## src/rtl/npc_lsu_pkg.sv

```systemverilog
// Shared FSM states, RV32I load/store funct3 codes and access-size helpers
// used by the LSU-to-memory bridge and its lane-alignment datapath.
package npc_lsu_pkg;

  typedef enum logic [1:0] {
    ST_IDLE = 2'd0,
    ST_REQ  = 2'd1,
    ST_WAIT = 2'd2,
    ST_RESP = 2'd3
  } lsu_state_e;

  typedef enum logic [1:0] {
    SZ_BYTE = 2'd0,
    SZ_HALF = 2'd1,
    SZ_WORD = 2'd2
  } lsu_size_e;

  localparam logic [2:0] F3_B  = 3'b000;
  localparam logic [2:0] F3_H  = 3'b001;
  localparam logic [2:0] F3_W  = 3'b010;
  localparam logic [2:0] F3_BU = 3'b100;
  localparam logic [2:0] F3_HU = 3'b101;

  function automatic lsu_size_e f3_size(input logic [2:0] f3);
    lsu_size_e sz;
    case (f3)
      F3_B, F3_BU: sz = SZ_BYTE;
      F3_H, F3_HU: sz = SZ_HALF;
      default:     sz = SZ_WORD;
    endcase
    return sz;
  endfunction

  // Stores only have the signed encodings; the unsigned ones are load-only.
  function automatic logic f3_legal(input logic we, input logic [2:0] f3);
    logic ok;
    if (we) begin
      ok = (f3 == F3_B) || (f3 == F3_H) || (f3 == F3_W);
    end else begin
      ok = (f3 == F3_B) || (f3 == F3_H) || (f3 == F3_W) ||
           (f3 == F3_BU) || (f3 == F3_HU);
    end
    return ok;
  endfunction

  function automatic logic misaligned(input lsu_size_e sz, input logic [1:0] off);
    return ((sz == SZ_HALF) && (off == 2'b11)) ||
           ((sz == SZ_WORD) && (off != 2'b00));
  endfunction

  function automatic logic [3:0] size_strobe(input lsu_size_e sz);
    logic [3:0] strb;
    case (sz)
      SZ_BYTE: strb = 4'b0001;
      SZ_HALF: strb = 4'b0011;
      default: strb = 4'b1111;
    endcase
    return strb;
  endfunction

endpackage

```

## src/rtl/lsu_lane_align.sv

```systemverilog
// Combinational byte-lane logic: store strobes and data replication, and
// load lane extraction with sign/zero extension.
module lsu_lane_align
  import npc_lsu_pkg::*;
(
  input  logic [2:0]  funct3_i,
  input  logic        we_i,
  input  logic [1:0]  offset_i,
  input  logic [31:0] wdata_i,
  input  logic [31:0] rdata_i,
  output logic [3:0]  wstrb_o,
  output logic [31:0] wdata_o,
  output logic [31:0] load_o
);

  lsu_size_e   size;
  logic [4:0]  shamt;
  logic [31:0] lane;

  assign size  = f3_size(funct3_i);
  assign shamt = {offset_i, 3'b000};

  // A 4-bit shift drops strobe bits past lane 3, clipping to the addressed word.
  assign wstrb_o = we_i ? 4'(size_strobe(size) << offset_i) : 4'b0000;

  assign lane = rdata_i >> shamt;

  always_comb begin
    wdata_o = wdata_i;
    case (size)
      SZ_BYTE: wdata_o = {4{wdata_i[7:0]}};
      SZ_HALF: wdata_o = {2{wdata_i[15:0]}};
      default: wdata_o = wdata_i;
    endcase
  end

  always_comb begin
    load_o = '0;
    case (funct3_i)
      F3_B:    load_o = {{24{lane[7]}}, lane[7:0]};
      F3_H:    load_o = {{16{lane[15]}}, lane[15:0]};
      F3_W:    load_o = lane;
      F3_BU:   load_o = {24'h000000, lane[7:0]};
      F3_HU:   load_o = {16'h0000, lane[15:0]};
      default: load_o = '0;
    endcase
  end

endmodule

```

## src/rtl/lsu_mem_bridge.sv

```systemverilog
// Single-outstanding bridge from an LSU request/response port to a word memory.
// Define LSU_BRIDGE_MISALIGN_TRAP_EN to reject misaligned accesses with resp_err.
module lsu_mem_bridge
  import npc_lsu_pkg::*;
#(
  parameter int TIMEOUT_CYC = 16
) (
  input  logic        clk,
  input  logic        rst_n,
  input  logic        req_valid,
  output logic        req_ready,
  input  logic        req_we,
  input  logic [2:0]  req_funct3,
  input  logic [31:0] req_addr,
  input  logic [31:0] req_wdata,
  output logic        resp_valid,
  input  logic        resp_ready,
  output logic [31:0] resp_rdata,
  output logic        resp_err,
  output logic        mem_valid,
  input  logic        mem_ready,
  output logic        mem_we,
  output logic [31:0] mem_addr,
  output logic [31:0] mem_wdata,
  output logic [3:0]  mem_wstrb,
  input  logic        mem_rvalid,
  input  logic [31:0] mem_rdata
);

  localparam int CntW = (TIMEOUT_CYC > 1) ? $clog2(TIMEOUT_CYC) : 1;
  localparam logic [CntW-1:0] CntLast = CntW'(TIMEOUT_CYC - 1);

  lsu_state_e  state_q, state_d;
  logic        we_q;
  logic [2:0]  funct3_q;
  logic [31:0] addr_q;
  logic [31:0] wdata_q;
  logic [CntW-1:0] cnt_q, cnt_d;
  logic [31:0] rdata_q, rdata_d;
  logic        err_q, err_d;

  logic        accept;
  logic        reqBad;
  logic        timeoutHit;
  logic [3:0]  alignWstrb;
  logic [31:0] alignWdata;
  logic [31:0] alignLoad;

  assign accept     = req_valid && req_ready;
  assign timeoutHit = (cnt_q == CntLast);

`ifdef LSU_BRIDGE_MISALIGN_TRAP_EN
  assign reqBad = !f3_legal(req_we, req_funct3) ||
                  misaligned(f3_size(req_funct3), req_addr[1:0]);
`else
  assign reqBad = !f3_legal(req_we, req_funct3);
`endif

  lsu_lane_align u_align (
    .funct3_i (funct3_q),
    .we_i     (we_q),
    .offset_i (addr_q[1:0]),
    .wdata_i  (wdata_q),
    .rdata_i  (mem_rdata),
    .wstrb_o  (alignWstrb),
    .wdata_o  (alignWdata),
    .load_o   (alignLoad)
  );

  always_ff @(posedge clk or negedge rst_n) begin
    if (!rst_n) begin
      state_q <= ST_IDLE;
    end else begin
      state_q <= state_d;
    end
  end

  always_comb begin
    state_d = state_q;
    case (state_q)
      ST_IDLE: if (accept) state_d = reqBad ? ST_RESP : ST_REQ;
      ST_REQ:  if (mem_ready) state_d = ST_WAIT;
      ST_WAIT: if (mem_rvalid || timeoutHit) state_d = ST_RESP;
      ST_RESP: if (resp_ready) state_d = ST_IDLE;
      default: state_d = ST_IDLE;
    endcase
  end

  always_comb begin
    req_ready  = (state_q == ST_IDLE) && rst_n;
    mem_valid  = (state_q == ST_REQ);
    resp_valid = (state_q == ST_RESP);
    mem_we     = we_q;
    mem_addr   = {addr_q[31:2], 2'b00};
    mem_wdata  = alignWdata;
    mem_wstrb  = alignWstrb;
    resp_rdata = rdata_q;
    resp_err   = err_q;
  end

  // Request fields are captured once at accept and held for the whole transaction.
  always_ff @(posedge clk or negedge rst_n) begin
    if (!rst_n) begin
      we_q     <= 1'b0;
      funct3_q <= '0;
      addr_q   <= '0;
      wdata_q  <= '0;
    end else if (accept) begin
      we_q     <= req_we;
      funct3_q <= req_funct3;
      addr_q   <= req_addr;
      wdata_q  <= req_wdata;
    end
  end

  always_comb begin
    cnt_d = '0;
    if ((state_q == ST_WAIT) && !mem_rvalid && !timeoutHit) begin
      cnt_d = cnt_q + 1'b1;
    end
  end

  always_comb begin
    rdata_d = rdata_q;
    err_d   = err_q;
    case (state_q)
      ST_IDLE: begin
        if (accept) begin
          rdata_d = '0;
          err_d   = reqBad;
        end
      end
      ST_WAIT: begin
        if (mem_rvalid) begin
          rdata_d = we_q ? 32'h0 : alignLoad;
          err_d   = 1'b0;
        end else if (timeoutHit) begin
          rdata_d = '0;
          err_d   = 1'b1;
        end
      end
      default: ;
    endcase
  end

  always_ff @(posedge clk or negedge rst_n) begin
    if (!rst_n) begin
      cnt_q   <= '0;
      rdata_q <= '0;
      err_q   <= 1'b0;
    end else begin
      cnt_q   <= cnt_d;
      rdata_q <= rdata_d;
      err_q   <= err_d;
    end
  end

endmodule

```

## config.mk

```make
export PLATFORM = sky130hd
export DESIGN_NAME = lsu_mem_bridge
export DESIGN_NICKNAME = d
export VERILOG_FILES = /design/src/rtl/npc_lsu_pkg.sv /design/src/rtl/lsu_lane_align.sv /design/src/rtl/lsu_mem_bridge.sv
export SDC_FILE = /design/constraint.sdc
export NUM_CORES = 1
export LEC_CHECK = 0
export CORE_ASPECT_RATIO = 1.25
export CORE_MARGIN = 2
export CORE_UTILIZATION = 44
export CTS_CLUSTER_DIAMETER = 100
export DETAILED_ROUTE_END_ITERATION = 10
export PLACE_DENSITY = 0.8
export RECOVER_POWER = 25
export SETUP_SLACK_MARGIN = 0.05
export SLEW_MARGIN = 20
export SYNTH_ARGS = -nofsm -noshare
export SYNTH_HDL_FRONTEND = slang
export SYNTH_SLANG_ARGS = --single-unit
```

## constraint.sdc

```tcl
create_clock -name clk -period 2.81 [get_ports clk]
set_input_delay 0.562 -clock clk [delete_from_list [all_inputs] [get_ports clk]]
set_output_delay 0.562 -clock clk [all_outputs]
set_load 0.01 [all_outputs]
```

Yosys cells after proc, flatten, opt, wreduce, memory -nomap -nowiden
Cells that the tools add are included.
- add/sub/neg operators: 1
- eq/ne operators: 18
- shift operators: 2
- mux-type cells: 22
- reductions and logical operators: 21
- operators by type and width (cell ; number):
    one-hot mux 32 bit (5 select lines) ; 1
    two-way mux 32 bit ; 4
    one-hot mux 32 bit (2 select lines) ; 2
    >> shifter 32 x 5 -> 32 bit ; 1
    equality test 3 bit, second input constant ; 4
    two-way mux 2 bit ; 5
    two-way mux 4 bit ; 2
    one-hot mux 2 bit (4 select lines) ; 1
    one-hot mux 4 bit (2 select lines) ; 1
    equality test 3 x 1 -> 1 bit, second input constant ; 2
    equality test 3 x 2 -> 1 bit, second input constant ; 2
    logical NOT 3 bit ; 2
    logical OR 1 bit ; 5
    adder 4 x 1 -> 4 bit, second input constant ; 1
    equality test 2 x 1 -> 1 bit, second input constant ; 2
    equality test 2 bit, second input constant ; 2
    equality test 4 bit, second input constant ; 1
    logical AND 1 bit ; 4
    logical NOT 2 bit ; 2
    two-way mux 1 bit ; 4
    inequality test 2 x 1 -> 1 bit, second input constant ; 2
    inequality test 2 bit, second input constant ; 2
    one-hot mux 2 bit (2 select lines) ; 1
    AND reduction 4 bit ; 1
    7 further kinds ; 10
- flip-flop bits (word level): 107
- output and inout port bits: 105
- word-level logic and storage cells: 72

Logic depth before layout (Yosys ltp)
- depth after elaboration: 9
- depth in mapped cells: 8
- depth with buffers taken out: 6

Modules after synthesis
A second synthesis with hierarchy kept.
- cells, all modules: 529
- area, all modules: 6030.8 sq um
- modules (own cells, without submodules) (module ; times used ; cells each ; area each (sq um) ; sequential area each (sq um)):
    lsu_mem_bridge ; 1 ; 357 ; 4697.0 ; 2677.6
    lsu_lane_align ; 1 ; 172 ; 1333.8 ; 0.0

Least setup slack after synthesis
Ideal clock, no wire load.
- kind: flip-flop to output port
- from: reg addr_q[0]
- to: out mem_wstrb[1]
- arrival time: 1.620 ns
- data required time: 2.248 ns
- slack: 0.628 ns
- stages on the path, launching flop included: 6
- path through: dfrtp_1 > clkbuf_1 > buf_2 > buf_2 > nor3_1 > nor3b_1
- word-level cells in the longest chain between the ends: 2
- RTL lines (element ; RTL line ; text):
    start: declaration ; lsu_mem_bridge.sv:36 ; logic [31:0] addr_q;
    start signal: assignment ; lsu_mem_bridge.sv:111 ; addr_q <= req_addr;
    left shift 4 x 2 -> 4 bit ; lsu_lane_align.sv:24 ; assign wstrb_o = we_i ? 4'(size_strobe(size) << offset_i) : 4'b0000;
    two-way mux 4 bit ; lsu_lane_align.sv:24 ;
    end: declaration ; lsu_mem_bridge.sv:25 ; output logic [3:0] mem_wstrb,
Every way passes these cells.

Worst setup path in the final report
- from: reg funct3_q[0]
- to: out mem_wstrb[2]
- word-level cells in the longest chain between the ends: 7
- elaborated cells between the ends (all ways): 12
- RTL lines (element ; RTL line ; text):
    start: declaration ; lsu_mem_bridge.sv:35 ; logic [2:0] funct3_q;
    start signal: assignment ; lsu_mem_bridge.sv:110 ; funct3_q <= req_funct3;
    equality test 3 x 1 -> 1 bit (tied with other cells) ; npc_lsu_pkg.sv:26 ; case (f3)
    OR reduction 2 bit ; npc_lsu_pkg.sv:26 ;
    one-hot mux 2 bit (2 select lines) * ; npc_lsu_pkg.sv:26 ;
    equality test 2 x 1 -> 1 bit or logical NOT 2 bit (tied branches) ; npc_lsu_pkg.sv:53 ; case (sz)
    one-hot mux 4 bit (2 select lines) * ; npc_lsu_pkg.sv:53 ;
    left shift 4 x 2 -> 4 bit * ; lsu_lane_align.sv:24 ;
    two-way mux 4 bit * ; lsu_lane_align.sv:24 ;
Mark *: on every way between the ends. The rest lies on a longest branch, timed or not.

==> reports/qor.yml <==
status:
  outcome: "complete, no violations"
power:
  vdd_drop_max_mv: 0.650
  leakagePower_uw: 0.00331
  power_uw: 8550
  p_per_area_nw_per_um2: 1100
cts:
  cts-resized-gates: 0
  cts_root_buffer: "clkbuf_16"
  post_cts_buffers: 0
  clock_latency_ns: 0.33
  h-tree-depth: 3
  numCtsBuffers: 9
  path_clk_slew_ns: 0.07
  cts_tree: "built"
  postCtsHoldBufs: 0
  cts.sinks: 107
  clock_path_buffers: 2
synthesis:
  ys_ff_latch: 107
  ys_types: 43
  syn_inst: 453
  syn_area_um2: 5470
  synthFlopType: "dfrtp_1"
  ys_seq_area_share_pct: 48.9
  syn_avg_cell_area_um2: 12.1
  async_flop_share_pct: 100
  yosys_warnings: 0
  synth_edf_count: 0
timing:
  setup-violations-final: 0
  tns_ns: 0
  max_freq_mhz: 380
  drv_slew: 0
  finClkSkew_ns: 0.00619
  final_hold_viol_count: 0
  fin_crit_sh_pct: 93.8
  slew-limit-headroom_pct: 4.95
  period_needed_ns: 2.63
  worst_slew_pin_slew_ns: 1.43
  rsz0062_at_grt: "false"
final_layout:
  area_growth_pct: 41.5
  final_area_um2: 7740
  layout_commonest_cell: "clkdlybuf4s50_1"
  drive_above_1_share_pct: 19.5
  layout.nets: 732
  insertedDiodeCount: 0
  fill_cells: 993
  mostFrequentLayoutCells: "clkdlybuf4s50_1 (207), dfrtp_1 (107), mux2_2 (84)"
drt:
  vias_per_cell: 5.25
  drc: 0
  routed.top_layer: "met4"
  wl_met1_um: 5500
  routed-wl-met3_um: 973
  firstDrtPassIters: 4
  ant_nets: 0
  routed_wl_um: 14100
  drt-initial-drc-count: 198
  wire_per_inst_um: 17.9
  vias: 4141
  wl_met2_um: 7410
worst_setup_path:
  cp_data_arrival_time_ns: 2.07
  rr_startpoint: "state_q[0]"
  crit_fanout: 10
  crit_start: "funct3_q[0]"
  crit_type: "flop to output pin"
  startpoint_type: "flop"
  crit_path_end_kind: "output pin"
  critical_path_required_ns: 2.25
grt:
  antenna_found_initial: 0
  grt_use_total_pct: 21.1
  gr-total-overflow: 0
  grt_pass1_wl_um: 22500
  grt_pass1_vias: 4258
  grt_max_degree: 65
place:
  place_congestion: 0.882
  placed_cell_area_um2: 7450
  portBuffers: 208
  dp.final_hpwl_um: 10500
floorplanning:
  initial_core_util_pct: 45.0
  rows: 45
  coreArea_um2: 12200
  dieArea_um2: 13400
  boundaryPins: 211
  die_w_um: 104
  die_h_um: 129
min_path:
  hp-class: "input pin to async pin"
run:
  drv_cap: 0
kinds of logic (layout without fill, tap and decap cells):
group	count (synthesis)	after routing	share of synthesized area, %
muxes	123	123	24.6
and+or+nand+nor	81	81	7.84
AOI/OAI and AO/OA	62	62	8.60
xor gates and xnor gates	2	2	0.320
other	1	2	0.0685
buffers and inverters	71	242	8.28
DFF	107	107	48.9
adders and majority gates	6	6	1.37
cell usage after synthesis (3+ instances only):
cell type / instances / share of area [%]
dfrtp_1: 107 / 49
mux2_2: 84 / 17
buf_4: 41 / 5.6
mux2i_1: 31 / 5.7
nand2_1: 25 / 1.7
nor2_1: 19 / 1.3
a221o_1: 17 / 3.1
o21ai_0: 17 / 1.6
clkbuf_1: 14 / 0.96
and2_1: 10 / 1.1
nand3_1: 9 / 0.82
a22o_1: 8 / 1.3
buf_2: 8 / 0.73
mux2_1: 8 / 1.6
o21ai_1: 7 / 0.64
ha_1: 6 / 1.4
inv_1: 4 / 0.27
a21oi_1: 3 / 0.27
buf_6: 3 / 0.62
o21a_1: 3 / 0.41
area by class of cell:
cell class / count / area (um^2) / area share, %
Multi-Input combinational cell: 276 / 2350 / 30.4
Sequential cell: 107 / 2680 / 34.6
Clock inverter: 5 / 60.1 / 0.776
Inverter: 4 / 15.0 / 0.194
Timing Repair Buffer: 222 / 2190 / 28.3
Tap cell: 164 / 205 / 2.65
Clock buffer: 11 / 243 / 3.14
critical path, cell delays in order (launching register included):
cell and delay [ns]:
dfrtp_1 0.58, buf_4 0.27, a21oi_1 0.09, nor2_1 0.10, o21a_1 0.16, clkdlybuf4s50_1 0.55
state kept, by name (all words and copies together), names as in the netlist:
name        flops
addr_q         32
cnt_q           4
funct3_q        3
mem_we          1
resp_err        1
resp_rdata     32
state_q         2
wdata_q        32
power by group:
| group | switching [uW] | internal [uW] |
|---|---|---|
| Clock | 569 | 722 |
| Combinational | 1880 | 2640 |
| Sequential | 508 | 2240 |
| Total | 2950 | 5600 |
stage by stage:
stage          setup WS [ns]  hold slack (ns)  utilization [%]  cells
2_1_floorplan          0.628            0.266                -    454
3_3_place_gp           0.361            0.369             61.2    773
3_5_place_dp           0.283            0.370             61.2    773
4_1_cts                0.147          0.00622             63.7    789
5_1_grt               0.0503           0.0840             63.7    789
6_report               0.175           0.0761             63.7    789
per-layer routing:
layer  track usage (%)  up-vias
li1                  -     1902
met1              24.9     2054
met4              6.20        0
met2              37.5      167
met5                 0        -
met3              6.13       18
worst paths after layout:
check / end / slack (ns) / cells after the start
min reg2reg: cnt_q[0] / 0.46 / 1
min in group clk: cnt_q[0] / 0.46 / 1
max in group asynchronous: addr_q[22] / 1.07 / 2
min: resp_err / 0.08 / 1
max: mem_wstrb[2] / 0.18 / 5
max reg2reg: resp_rdata[21] / 0.55 / 6
No activity file was read; power rests on OpenSTA's default activity.
==> patch 1 (same flow settings) <==
Encoding of `lsu_state_e`: now one-hot (4 bits for 4 states).
--- a/src/rtl/npc_lsu_pkg.sv
+++ b/src/rtl/npc_lsu_pkg.sv
@@ -2,11 +2,11 @@
 // used by the LSU-to-memory bridge and its lane-alignment datapath.
 package npc_lsu_pkg;
 
-  typedef enum logic [1:0] {
-    ST_IDLE = 2'd0,
-    ST_REQ  = 2'd1,
-    ST_WAIT = 2'd2,
-    ST_RESP = 2'd3
+  typedef enum logic [3:0] {
+    ST_IDLE = 4'b0001,
+    ST_REQ  = 4'b0010,
+    ST_WAIT = 4'b0100,
+    ST_RESP = 4'b1000
   } lsu_state_e;
 
   typedef enum logic [1:0] {
Behaviour: no difference found for any inputs over 4 cycles, from zero or initial values and one cycle with rst_n low; so few cycles prove little.
==> patch 1 against the original RTL <==
Sequential cell count grew 2. Register-to-register slack gained 0.05 ns. Total power shrank 4.4%. Area after synthesis grew 2.1%. Final area grew 1.5%. Setup slack gained 0.074 ns. Clock power grew 5%. Wire length grew 7.0%. Largest cell class unchanged. Largest power group unchanged.
==> patch 1: results (changes against the original RTL) <==
Outcome
  – Outcome: finished, final reports clean

Power
  – Lkg Pwr: 3.25 nW (-1.7%)
  – Net Sw Power: 2.90 mW (-1.7%)

Placement
  – DP Area: 7540 µm² (+1.2%)
  – Placer Congestion: 0.896 (+1.6%)
  – Placed cell count: 784 (+1.4%)
  – Final HPWL DP: 11300 µm (+8.5%)
  – Pre-CTS setup slack: 0.419 ns (+0.136 ns)

Critical path
  – R2R depth: 4 (-2)
  – RR Endpoint: resp_err
  – Crit Path Max Fanout: 32 (+22)
  – Crit Reg-Reg Startpoint: state_q[1]
  – R2R Setup Slk: 0.60 ns (+0.05 ns)
  – Worst EP arrival: 2.00 ns (-0.07 ns)

Final layout
  – FF+latch area: 2730 µm² (+1.9%)
  – Clock tree cell share of total cell area: 4.06% (+0.15 points)
  – Multi-input gate share of total cell area: 30.5% (+0.15 points)
  – Non-clk invs: 3 (-1)
  – Share of cells above drive strength 1: 21.0% (+1.5 points)
  – Non-clock buffers: 221 (-0.45%)
  – Multi-input gate count: 283 (+2.5%)
  – Final instance area: 7860 µm² (+1.5%)

STA
  – WHS: 0.0834 ns (+0.00733 ns)
  – Worst slew pin tran: 1.08 ns (-0.348 ns)
  – Worst Skew: 0.00832 ns (+0.00213 ns)

CTS
  – # clock sinks: 109 (+1.9%)
  – Clock Pin Slew Worst Setup and Hold Paths: 0.08 ns

Global route
  – Total Routing Usage GR: 22.3% (+1.2 points)
  – First-pass GRT wire length: 24200 µm (+7.5%)

Synth
  – Top post-synthesis cells by area: dfrtp_1 48%, mux2_2 19%, buf_4 5.8%
  – Post-synthesis cell type count: 46 (+7.0%)
  – Avg Inst Size Synth: 12.0 µm² (-0.49%)
  – Post-synth top cells: 108 x dfrtp_1, 94 x mux2_2, 43 x buf_4
  – Part of the Yosys area used for sequential elements: 48.8% (-0.11 points)

Detailed routing
  – Initial DRC count: 157 (-21%)
[patch 1: cell types whose count changed in the layout (fill, tap and decap cells not counted), moves of 8 or more]
cell and change:
o2bb2ai_1 +22, a221o_1 -17, clkdlybuf4s50_1 -16, dlygate4sd3_1 +16, mux2_2 +10, o21ai_0 +10
and2_1 -9, nor2_1 -9, a22o_1 +8, a2bb2oi_1 +8, mux2_1 -8, mux2i_1 -8
[patch 1: how the worst max path moves through the flow]
stage,startpoint,endpoint,slack [ns],cells past startpoint
floorplan,addr_q[1],mem_wstrb[3],0.75,5
global placement,mem_rdata[31],resp_rdata[16],0.46,6
detailed placement,mem_rdata[31],resp_rdata[18],0.42,6
CTS,state_q[0],req_ready,0.07,3
global route,funct3_q[1],mem_wstrb[1],0.14,4
finish,funct3_q[1],mem_wstrb[1],0.25,4
[patch 1: cell families after synthesis]
group	Yosys count	synth area share [%]
AO/OA/AOI/OAI	93	12.1
XOR/XNOR	2	0.313
adder cells (fa/ha/maj)	1	0.224
buffers and inverters	74	8.44
flip-flops	109	48.8
multiplexers	118	23.5
other	1	0.0671
AND/OR/NAND/NOR	67	6.60
[patch 1: power groups by stage]
stage,registers (mW),clock network [mW],logic (mW)
floorplan,2.43,0,2.87
global placement,2.56,0,4.22
detailed placement,2.60,0,4.29
CTS,2.57,1.37,4.32
global route,2.64,1.44,4.58
finish,2.57,1.35,4.26
[patch 1: critical path, cell delays in order, from the launching register on]
cell and delay, ns:
dfrtp_1 0.35, buf_4 0.34, nor3_1 0.12, nor3b_1 0.25, clkdlybuf4s50_1 0.60
[patch 1: routing by layer]
metal  track usage [%]  vias up  part of all wire, %
li1                  -     1967                    -
met1              25.8     2129                   38
met4              8.31        0                  2.6
met3              5.94       27                  7.3
met2              39.8      209                   52
met5                 0        -                    0
==> patch 2 (same flow settings) <==
Without the edit above. `TIMEOUT_CYC`: 16 -> 8.
--- a/src/rtl/lsu_mem_bridge.sv
+++ b/src/rtl/lsu_mem_bridge.sv
@@ -3,7 +3,7 @@
 module lsu_mem_bridge
   import npc_lsu_pkg::*;
 #(
-  parameter int TIMEOUT_CYC = 16
+  parameter int TIMEOUT_CYC = 8
 ) (
   input  logic        clk,
   input  logic        rst_n,
Behaviour: no difference found for any inputs over 4 cycles, from zero or initial values and one cycle with rst_n low; that may be too few to reach the edited logic, so the function may still have changed.
==> patch 2 against the original RTL <==
Area after synthesis is 1.4% higher. Critical path type unchanged. Largest power group unchanged. Non-clock buffer count shrank 2. Setup slack improved by 0.016 ns. Total power down 0.11%. Final area up 1.2%. Sequential power down 3%. Global-route usage up 0.32 points. Wire length grew 1.3%. Sequential cell count shrank 1. Die area increased by 1.4%. Hold slack better by 0.38 ns. Clock power increased by 6%.
==> patch 2: results (changes against the original RTL) <==
Outcome
  – Outcome: finished, final reports clean

Synth
  – Post-synthesis mux area share: 24.3% (-0.30 points)
  – Top post-synthesis cells by area: dfrtp_1 48%, mux2_2 19%, buf_4 5.4%
  – Post-synthesis cell type count: 38 (-12%)
  – Complex-gate fraction of the synthesized area: 9.83% (+1.2 points)
  – Adder-cell share of the synthesized area: 1.58% (+0.21 points)

Placement
  – Final HPWL DP: 10700 µm (+2.8%)
  – Placer Congestion: 0.870 (-1.3%)

Detailed routing
  – Initial DRC count: 192 (-3.0%)
  – WL final: 14300 µm (+1.3%)
  – Via count: 4229 (+2.1%)
  – Met2 routed wirelength: 7420 µm (+0.14%)
  – TritonRoute pass-1 iters: 5 (+1)

Global route
  – Met3 Track Usage GR: 6.99% (+0.86 points)
  – Met1 Usage GRT: 24.5% (-0.41 points)
  – Met2 usage: 37.7% (+0.16 points)
  – Vias in the first global route: 4444 (+4.4%)

Final layout
  – Share of cells above drive strength 1: 21.0% (+1.5 points)
  – Fill count: 955 (-3.8%)

Power
  – Peak VDD IR: 0.588 mV (-9.5%)
  – P_int: 5.49 mW (-1.9%)
  – Sequential group power: 2.65 mW (-3%)
  – Lkg Pwr: 3.32 nW (+0.44%)

Critical path
  – RR Endpoint: resp_rdata[17]
  – Crit Path Max Fanout: 25 (+15)

STA
  – WHS: 0.455 ns (+0.379 ns)
-- patch 2: cell types whose count changed after synthesis, sizes merged, moves of 8 or more --
cell	before	now
o211ai	0	17
a21oi	3	25
a22o	8	0
o21ai	24	13
nand3	9	0
nand2	25	59
a221o	17	0
buf	53	64
-- patch 2: per-stage QoR --
stage | cells | cell area [µm²]
final | 816 | 7840
after global routing | 816 | 7840
after CTS | 816 | 7850
after detailed placement | 800 | 7520
after global placement | 800 | 7520
after floorplan | 487 | 5550
-- patch 2: layout make-up --
| class | instances | area [µm²] | share of cell area, % |
|---|---|---|---|
| tap | 164 | 205 | 2.62 |
| clock buffer | 10 | 239 | 3.05 |
| clock inverter | 6 | 88.8 | 1.13 |
| timing repair buffer | 220 | 2190 | 27.9 |
| inverter | 5 | 18.8 | 0.239 |
| multi-input combinational | 305 | 2450 | 31.2 |
| sequential | 106 | 2650 | 33.9 |
-- patch 2: timing repair --
action	CTS	global route
resized for setup	0	1
endpoints found under the setup margin	0	7
buffers inserted	0	0
